<file path="src/rtl/mc_ctrl_pkg.sv">
// Shared encodings for the multicycle MIPS control unit:
// state codes, opcodes, funct fields, ALU and mux select codes.
package mc_ctrl_pkg;

  localparam logic [3:0] S_FETCH    = 4'd0;
  localparam logic [3:0] S_DECODE   = 4'd1;
  localparam logic [3:0] S_MEMADR   = 4'd2;
  localparam logic [3:0] S_MEMREAD  = 4'd3;
  localparam logic [3:0] S_MEMWB    = 4'd4;
  localparam logic [3:0] S_MEMWRITE = 4'd5;
  localparam logic [3:0] S_EXECUTE  = 4'd6;
  localparam logic [3:0] S_ALUWB    = 4'd7;
  localparam logic [3:0] S_BRANCH   = 4'd8;
  localparam logic [3:0] S_ADDIEX   = 4'd9;
  localparam logic [3:0] S_ADDIWB   = 4'd10;
  localparam logic [3:0] S_JUMP     = 4'd11;

  typedef enum logic [3:0] {
    FETCH    = S_FETCH,
    DECODE   = S_DECODE,
    MEMADR   = S_MEMADR,
    MEMREAD  = S_MEMREAD,
    MEMWB    = S_MEMWB,
    MEMWRITE = S_MEMWRITE,
    EXECUTE  = S_EXECUTE,
    ALUWB    = S_ALUWB,
    BRANCH   = S_BRANCH,
    ADDIEX   = S_ADDIEX,
`ifdef MC_CTRL_JUMP_EN
    JUMP     = S_JUMP,
`endif
    ADDIWB   = S_ADDIWB
  } state_t;

  localparam logic [5:0] OP_RTYPE = 6'b000000;
  localparam logic [5:0] OP_LW    = 6'b100011;
  localparam logic [5:0] OP_SW    = 6'b101011;
  localparam logic [5:0] OP_BEQ   = 6'b000100;
  localparam logic [5:0] OP_ADDI  = 6'b001000;
  localparam logic [5:0] OP_J     = 6'b000010;

  localparam logic [5:0] FN_ADD = 6'b100000;
  localparam logic [5:0] FN_SUB = 6'b100010;
  localparam logic [5:0] FN_AND = 6'b100100;
  localparam logic [5:0] FN_OR  = 6'b100101;
  localparam logic [5:0] FN_SLT = 6'b101010;

  localparam logic [2:0] ALU_ADD = 3'b010;
  localparam logic [2:0] ALU_SUB = 3'b110;
  localparam logic [2:0] ALU_AND = 3'b000;
  localparam logic [2:0] ALU_OR  = 3'b001;
  localparam logic [2:0] ALU_SLT = 3'b111;

  localparam logic [1:0] ALUOP_ADD  = 2'b00;
  localparam logic [1:0] ALUOP_SUB  = 2'b01;
  localparam logic [1:0] ALUOP_FUNC = 2'b10;

  localparam logic [1:0] SRCB_B    = 2'b00;
  localparam logic [1:0] SRCB_FOUR = 2'b01;
  localparam logic [1:0] SRCB_IMM  = 2'b10;
  localparam logic [1:0] SRCB_IMM2 = 2'b11;

  localparam logic [1:0] PC_ALU    = 2'b00;
  localparam logic [1:0] PC_ALUOUT = 2'b01;
  localparam logic [1:0] PC_JUMP   = 2'b10;

endpackage

</file>
<file path="src/rtl/mc_control_unit_alu_decoder.sv">
// ALU control decode from aluop and funct; also flags
// whether funct names a supported R-type operation.
module mc_alu_decoder
  import mc_ctrl_pkg::*;
(
  input  logic [5:0] i_func,
  input  logic [1:0] aluop,
  output logic [2:0] o_aluctrl,
  output logic       o_func_valid
);

  logic [2:0] fn_ctrl;

  always_comb begin
    fn_ctrl      = ALU_ADD;
    o_func_valid = 1'b1;
    unique case (i_func)
      FN_ADD:  fn_ctrl = ALU_ADD;
      FN_SUB:  fn_ctrl = ALU_SUB;
      FN_AND:  fn_ctrl = ALU_AND;
      FN_OR:   fn_ctrl = ALU_OR;
      FN_SLT:  fn_ctrl = ALU_SLT;
      default: o_func_valid = 1'b0;
    endcase
  end

  always_comb begin
    o_aluctrl = ALU_ADD;
    unique case (aluop)
      ALUOP_SUB:  o_aluctrl = ALU_SUB;
      ALUOP_FUNC: o_aluctrl = fn_ctrl;
      default:    o_aluctrl = ALU_ADD;
    endcase
  end

endmodule

</file>
<file path="src/rtl/mc_control_unit.sv">
// Multicycle MIPS control FSM (Moore outputs, registered illegal flag).
// Define MC_CTRL_JUMP_EN to include the JUMP state for opcode j.
module mc_control_unit
  import mc_ctrl_pkg::*;
(
  input  logic       i_clk,
  input  logic       i_reset,
  input  logic [5:0] i_operand,
  input  logic [5:0] i_func,
  output logic       o_iord,
  output logic       o_memwrite,
  output logic       o_irwrite,
  output logic       o_regdst,
  output logic       o_memtoreg,
  output logic       o_regwrite,
  output logic       o_alusrca,
  output logic [1:0] o_alusrcb,
  output logic [2:0] o_aluctrl,
  output logic [1:0] o_pcsrc,
  output logic       o_branch,
  output logic       o_pcwrite,
  output logic       o_illegal,
  output logic [3:0] o_state
);

  state_t     state, state_n, cur;
  logic       illegal_n;
  logic [1:0] aluop;
  logic       func_valid;
  logic       memwrite, irwrite, regwrite, pcwrite, branch;

  mc_alu_decoder u_dec (
    .i_func      (i_func),
    .aluop       (aluop),
    .o_aluctrl   (o_aluctrl),
    .o_func_valid(func_valid)
  );

  always_ff @(posedge i_clk) begin
    if (i_reset) begin
      state     <= FETCH;
      o_illegal <= 1'b0;
    end else begin
      state     <= state_n;
      o_illegal <= illegal_n;
    end
  end

  // Reset shows FETCH decode; write strobes are masked below.
  assign cur     = i_reset ? FETCH : state;
  assign o_state = cur;

  always_comb begin
    state_n    = cur;
    illegal_n  = 1'b0;
    aluop      = ALUOP_ADD;
    o_iord     = 1'b0;
    memwrite   = 1'b0;
    irwrite    = 1'b0;
    o_regdst   = 1'b0;
    o_memtoreg = 1'b0;
    regwrite   = 1'b0;
    o_alusrca  = 1'b0;
    o_alusrcb  = SRCB_B;
    o_pcsrc    = PC_ALU;
    branch     = 1'b0;
    pcwrite    = 1'b0;
    unique case (cur)
      FETCH: begin
        irwrite   = 1'b1;
        pcwrite   = 1'b1;
        o_alusrcb = SRCB_FOUR;
        state_n   = DECODE;
      end
      DECODE: begin
        o_alusrcb = SRCB_IMM2;
        unique case (i_operand)
          OP_LW, OP_SW: state_n = MEMADR;
          OP_BEQ:       state_n = BRANCH;
          OP_ADDI:      state_n = ADDIEX;
`ifdef MC_CTRL_JUMP_EN
          OP_J:         state_n = JUMP;
`endif
          OP_RTYPE: begin
            state_n   = func_valid ? EXECUTE : FETCH;
            illegal_n = !func_valid;
          end
          default: begin
            state_n   = FETCH;
            illegal_n = 1'b1;
          end
        endcase
      end
      MEMADR: begin
        o_alusrca = 1'b1;
        o_alusrcb = SRCB_IMM;
        state_n   = (i_operand == OP_SW) ? MEMWRITE : MEMREAD;
      end
      MEMREAD: begin
        o_iord  = 1'b1;
        state_n = MEMWB;
      end
      MEMWB: begin
        o_memtoreg = 1'b1;
        regwrite   = 1'b1;
        state_n    = FETCH;
      end
      MEMWRITE: begin
        o_iord   = 1'b1;
        memwrite = 1'b1;
        state_n  = FETCH;
      end
      EXECUTE: begin
        o_alusrca = 1'b1;
        aluop     = ALUOP_FUNC;
        state_n   = ALUWB;
      end
      ALUWB: begin
        o_regdst = 1'b1;
        regwrite = 1'b1;
        state_n  = FETCH;
      end
      BRANCH: begin
        o_alusrca = 1'b1;
        aluop     = ALUOP_SUB;
        o_pcsrc   = PC_ALUOUT;
        branch    = 1'b1;
        state_n   = FETCH;
      end
      ADDIEX: begin
        o_alusrca = 1'b1;
        o_alusrcb = SRCB_IMM;
        state_n   = ADDIWB;
      end
      ADDIWB: begin
        regwrite = 1'b1;
        state_n  = FETCH;
      end
`ifdef MC_CTRL_JUMP_EN
      JUMP: begin
        o_pcsrc = PC_JUMP;
        pcwrite = 1'b1;
        state_n = FETCH;
      end
`endif
      default: state_n = FETCH;
    endcase
  end

  assign o_memwrite = memwrite & ~i_reset;
  assign o_irwrite  = irwrite  & ~i_reset;
  assign o_regwrite = regwrite & ~i_reset;
  assign o_pcwrite  = pcwrite  & ~i_reset;
  assign o_branch   = branch   & ~i_reset;

endmodule
</file>
<file path="config.mk">
export PLATFORM = sky130hd
export DESIGN_NAME = mc_control_unit
export DESIGN_NICKNAME = d
export VERILOG_FILES = /design/src/rtl/mc_ctrl_pkg.sv /design/src/rtl/mc_control_unit_alu_decoder.sv /design/src/rtl/mc_control_unit.sv
export SDC_FILE = /design/constraint.sdc
export NUM_CORES = 1
export LEC_CHECK = 0
export ABC_AREA = 1
export CORE_AREA = 2 2 39 41
export DETAILED_ROUTE_END_ITERATION = 16
export DIE_AREA = 0 0 41 43
export DONT_BUFFER_PORTS = 1
export SKIP_CTS_REPAIR_TIMING = 1
export SLEW_MARGIN = 10
export SYNTH_ARGS = -nofsm -noshare
export SYNTH_HDL_FRONTEND = slang
export SYNTH_HIERARCHICAL = 1
export SYNTH_SLANG_ARGS = --single-unit
</file>
<file path="constraint.sdc">
create_clock -name i_clk -period 4.5 [get_ports i_clk]
set_input_delay 0.45 -clock i_clk [delete_from_list [all_inputs] [get_ports i_clk]]
set_output_delay 0.45 -clock i_clk [all_outputs]
set_load 0.005 [all_outputs]
</file>
# == After elaboration in Yosys (flattened, before gate mapping) ==
# Index checks and enable logic that the tools add are counted.
# word_totals
register_bits,5
input_bits,14
output_inout_bits,21
word_cells,60
# op_classes
eq_ne,21
mux,20
n_bitwise,6
reduce_logical,11
# op_table
cell,n
"== test 6 bit, second input constant",7
case mux 4 bit (6 select lines),1
"== test 4 x 3 -> 1 bit, second input constant",4
case mux 4 bit (4 select lines),1
"== test 4 bit, second input constant",3
case mux 3 bit (4 select lines),1
2-to-1 mux 1 bit,10
"== test 4 x 2 -> 1 bit, second input constant",2
OR reduction 2 bit,4
OR reduction 4 bit,2
"== test 6 x 3 -> 1 bit, second input constant",1
"== test 6 x 4 -> 1 bit, second input constant",1
zero test 6 bit,1
2-to-1 mux 3 bit,2
case mux 2 bit (3 select lines),1
case mux 3 bit (2 select lines),1
OR reduction 5 bit,1
AND 1 bit,4
"== test 4 x 1 -> 1 bit, second input constant",1
zero test 4 bit,1
2-to-1 mux 4 bit,1
case mux 2 bit (2 select lines),1
OR reduction 3 bit,1
"== test 2 x 1 -> 1 bit, second input constant",1
4 further kinds,5

# == Longest topological paths before layout ==
# depth
depth_word,6
mapped_depth,11
depth_no_buf,11

# == By module ==
# The synthesis kept the hierarchy.
# by_module_without_submodules
mod,instances,cells_per_inst,area_per_inst_um2
mc_control_unit,1,96,493.0
mc_alu_decoder,1,30,151.4

# == Worst setup path before layout ==
# Ideal clock, no wire load.
# synth_path
path_kind,input to output
startpoint,input i_reset
endpoint,output o_aluctrl[0]
arrival_time_ps,1653
path_slack_ps,2397
stages,10
n_path_buf,0
cell_sequence,inv_2 nand2_1 nor2_1 inv_1 nor2_1 inv_1 ha_1 nor2_2 nand4_1 nand2_1
# synth_via
elab_chain_cells,5
elab_cells_between_ends,7
classes_between,4 x eq/ne; 3 x mux
# synth_rtl
item,line,source
start: declaration,mc_control_unit.sv:7,"input logic i_reset,"
2-to-1 mux 4 bit (*),mc_control_unit.sv:50,assign cur = i_reset ? FETCH : state;
== test 4 bit / == test 4 x 3 -> 1 bit (equally long branches),mc_control_unit.sv:68,unique case (cur)
case mux 2 bit (2 select lines) (*),mc_control_unit.sv:68,
named net aluop[0],mc_control_unit.sv:28,logic [1:0] aluop;
== test 2 bit / == test 2 x 1 -> 1 bit (equally long branches),mc_control_unit_alu_decoder.sv:29,unique case (aluop)
case mux 3 bit (2 select lines) (*),mc_control_unit_alu_decoder.sv:29,
end: declaration,mc_control_unit.sv:18,"output logic [2:0] o_aluctrl,"
# The timed path passes the listed nets; every way through them passes the cells marked *.

# == Final worst setup path ==
# layout_path
startpoint,register state[1]
endpoint,output o_aluctrl[0]
# layout_via
elab_chain_cells,5
elab_cells_between_ends,7
classes_between,4 x eq/ne; 3 x mux
# layout_rtl
item,line,source
start: declaration,mc_control_unit.sv:26,"state_t state, state_n, cur;"
start signal: assignment,mc_control_unit.sv:44,state <= state_n;
2-to-1 mux 4 bit (*),mc_control_unit.sv:50,
== test 4 bit / == test 4 x 3 -> 1 bit (equally long branches),mc_control_unit.sv:68,
case mux 2 bit (2 select lines) (*),mc_control_unit.sv:68,
== test 2 bit / == test 2 x 1 -> 1 bit (equally long branches),mc_control_unit_alu_decoder.sv:29,
case mux 3 bit (2 select lines) (*),mc_control_unit_alu_decoder.sv:29,
# Every way passes the cells marked *; elsewhere a longest branch is shown, timed or not.

==> metrics list <==
- Count of non-filler cells in the finished layout: about 140
- Crit share post-route: 52.3%
- Minimum period implied by the final worst setup slack: roughly 2400 ps
* Most frequent cells after synthesis: sky130_fd_sc_hd__nor2_1 (30), sky130_fd_sc_hd__nand2_1 (27), sky130_fd_sc_hd__inv_1 (25)
* Worst hold margin: about 280 ps
- Total congestion overflow after global routing: 0
- Unrepaired setup endpoints after global routing: no
- The worst setup path is launched from a flop.
* Yosys warns: 6
- Endpoint arrival time on the critical path: 1910 ps
- For this design the ratio of total power to cell area is 174 nW/um2.
- Detail-routed net length per standard cell: between 9 and 10 um
- No sink is reached through more buffers than the 2 on the longest clock path.
* Net count after synthesis: roughly 140
- The worst setup path is captured at a primary output.
- R2r startpoint: state[1]
- Top cell type by total area after synthesis: sky130_fd_sc_hd__nor2_1
- Setup violations remaining at the end of the flow were counted as 0.
* Layout Skew: roughly 1.9 ps
- In this design, the largest share of critical-path delay is due to simple AND/OR/NAND/NOR gates.
* Cells traversed along the worst timing path: o21ai_1, inv_1, nor2_1, inv_1, ha_1, nor2_2, nand4_1, nand2_1
- Number of enable-type register cells in the synthesized netlist: 0
- Timing analysis after detailed placement gives a worst setup slack of between 2000 and 2500 ps.
- For this run, global-route usage on met2 was measured as between 20% and 30%.
- Commonest register cell after synthesis: sky130_fd_sc_hd__dfxtp_1
- Counting both buffers and inverters, the worst setup path holds a total of 2.
- Gr busiest metal: met2
- The multi-input combinational cells in the finished layout cover a total of between 400 and 500 um2.
- The first global-routing pass estimated approximately 2.1 mm of wire.
- Number of port buffers: 0
- The floorplan step set the die width to 41 um.
- After synthesis the cells add up to approximately 640 um2.
- After the first detailed-routing iteration, the DRC count stood at 12.
- Total Negative Setup Slacks: 0 ps
* Portion of synthesized cell area occupied by the leading cell type: 17.5%
* Mapped Avg Cell Area: 5.11 um2
- In this run the standard cell core region covers between 1000 and 1500 um2.
- Fill cells in the final layout number about 160.
- Number of buffers created by CTS: 3
- Synth Instances: 126
* P&R area growth vs syn: 3.69%
* Skew-Pair Late Insertion Delay: approximately 240 ps
- Antenna diode instance count: 0
* Placed standard-cell area: 642 um2
* Clock root cell: sky130_fd_sc_hd__clkbuf_4
- CTS sink count: 5
- The worst setup path is of the reg2out kind.
* Reg2reg end: state[2]
* Data required time at the worst endpoint: around 4100 ps
- Total number of nets in the final design: ~140
* Row Count: 14
- Iteration count of the initial detailed-routing pass: 4
- Total power for the finished layout comes to 0.116 mW.
- Detailed Route WL: 1.32 mm
- Capturing element of the worst setup path: o_aluctrl[0]
- Initial Util: between 40% and 50%
* H-tree Lvls: 1
- Worst Setup SP: state[1]
- Die span in y: 43 um
* Slowest cell on the critical path: sky130_fd_sc_hd__dfxtp_1
- The routed layout has roughly 690 vias.
- In the synthesized netlist the async set-or-reset flop fraction comes to 0%.
* Die Outline Area: roughly 1800 um2
* Final Util: 48.3%
* Worst path setup slack after routing: between 2000 and 2500 ps
- The initial antenna violation count came to 0.
- In the final layout, the share of cells above drive strength 1 is 11.8%.
* Total global routing track utilization: 17.3%
* Crit Path Max Fanout: 7
- Number of global-route vias before repair: about 560
- Critical path depth in cells: 8
- Pin count of the biggest net entering global routing: 9
* Max IR drop VDD: ~0.000067 V
- The largest single stage delay on the critical path is roughly 360 ps.
* Number of synthesized register bits: 5
* Clk pin slew, worst setup/hold paths: ~40 ps
- Global routing used under 10% of the available met3 tracks.
- Leakage power summed over all cells: between 0.3 and 0.4 nW
* Critical path's most frequent cell: sky130_fd_sc_hd__inv_1
- Total instance count after detailed placement: 139
- Yosys instantiated no cell more often than sky130_fd_sc_hd__nor2_1.
- Fin. max-slew vios: 0
- Sequential cell area fraction in the yosys report: around 16%
- Area contributors post-synth: sky130_fd_sc_hd__nor2_1 (17%), sky130_fd_sc_hd__nand2_1 (16%), sky130_fd_sc_hd__dfxtp_1 (16%), sky130_fd_sc_hd__inv_1 (15%), sky130_fd_sc_hd__nand3_1 (6.2%)
- Weighted congestion at the end of routability-driven global placement: a little over 0.7
- Result of the run: finished, final reports clean
* Final hold violations: 0
- The detail route stage leaves a number of antenna-violating nets equal to 0.
- The sequential cells in the finished layout cover a total of ~100 um2.
- Fmax achieved: about 0.42 GHz
- TritonCTS built the clock tree.
* Cell depth of the worst flop-to-flop path: 6
- For this run, design rule violations remaining after detail routing come to 0.
* Hold/Removal Path Class: in2reg
- Pin placement for this block handled 35 I/O pins.
* Setup slack, reg-to-reg: 3390 ps
- The finished cells cover around 670 um2.
- Global routing used between 20% and 30% of the available met1 tracks.
* Half-perimeter wire length after detailed placement: about 1.1 mm
- In this run, distinct cell masters in the synthesized netlist total 18.
* Vias per inst: between 4 and 5
- Max-cap violations in this run came to 0.
-- sequential cells by signal, indices dropped and copies added (netlist names) --
| register | cells |
|---|---|
| state | 4 |
| o_illegal | 1 |
-- cells by family after synthesis --
group / share of synthesized area [%]
other: 0.582
AND/OR/NAND/NOR: 52.2
adder cells (fa/ha/maj): 3.88
flip-flops: 15.5
AO/OA/AOI/OAI: 7.96
buffers and inverters: 19.8
-- power by group --
part	total (mW)	switching [mW]	internal (mW)	leakage, nW
registers	0.0473	0.00140	0.0459	0.0409
clock network	0.0507	0.0173	0.0334	0.0150
logic	0.0184	0.0125	0.00588	0.319
total	0.116	0.0312	0.0853	0.375
-- per-layer routing --
layer  up-vias  share of wire (%)
li1        378                  -
met1       283                 45
met2        28                 46
met3         5                6.2
met4         0                2.9
met5         -                  0
-- worst reg2reg max path: cells and delay by family, from the launching register on --
kind,cells,cell delay (ps)
buffers and inverters,1,80
flip-flops,1,440
AND/OR/NAND/NOR,5,540
-- layout by cell type (no fill, tap or decap) --
cell,n
sky130_fd_sc_hd__nor2_1,30
sky130_fd_sc_hd__nand2_1,27
sky130_fd_sc_hd__inv_1,25
sky130_fd_sc_hd__nand3_1,8
sky130_fd_sc_hd__nor2_2,6
sky130_fd_sc_hd__dfxtp_1,5
sky130_fd_sc_hd__o21ai_1,4
sky130_fd_sc_hd__inv_2,3
sky130_fd_sc_hd__nand2_2,3
sky130_fd_sc_hd__nand4_1,3
sky130_fd_sc_hd__clkbuf_4,3
sky130_fd_sc_hd__o21ai_0,2
sky130_fd_sc_hd__ha_1,2
sky130_fd_sc_hd__o22ai_1,1
sky130_fd_sc_hd__o21bai_1,1
sky130_fd_sc_hd__conb_1,1
sky130_fd_sc_hd__clkbuf_1,1
sky130_fd_sc_hd__nand3b_1,1
sky130_fd_sc_hd__o211ai_1,1
-- how the worst min path moves through the flow --
stage / startpoint / to / slack (ps) / depth (start not counted)
after floorplan: i_reset / state[0] / 520 / 1
after global placement: i_reset / state[0] / 530 / 1
after detailed placement: i_reset / state[0] / 530 / 1
after CTS: i_reset / state[0] / 280 / 1
after global routing: i_reset / state[0] / 280 / 1
final: i_reset / state[0] / 280 / 1
-- cell type report --
type                            instances  area share [%]
Clock buffer                            4            3.93
Inverter                               28            15.7
Multi-Input combinational cell         90            62.4
Sequential cell                         5            15.0
Tap cell                               16            3.00
No activity file was read; power rests on OpenSTA's default activity.
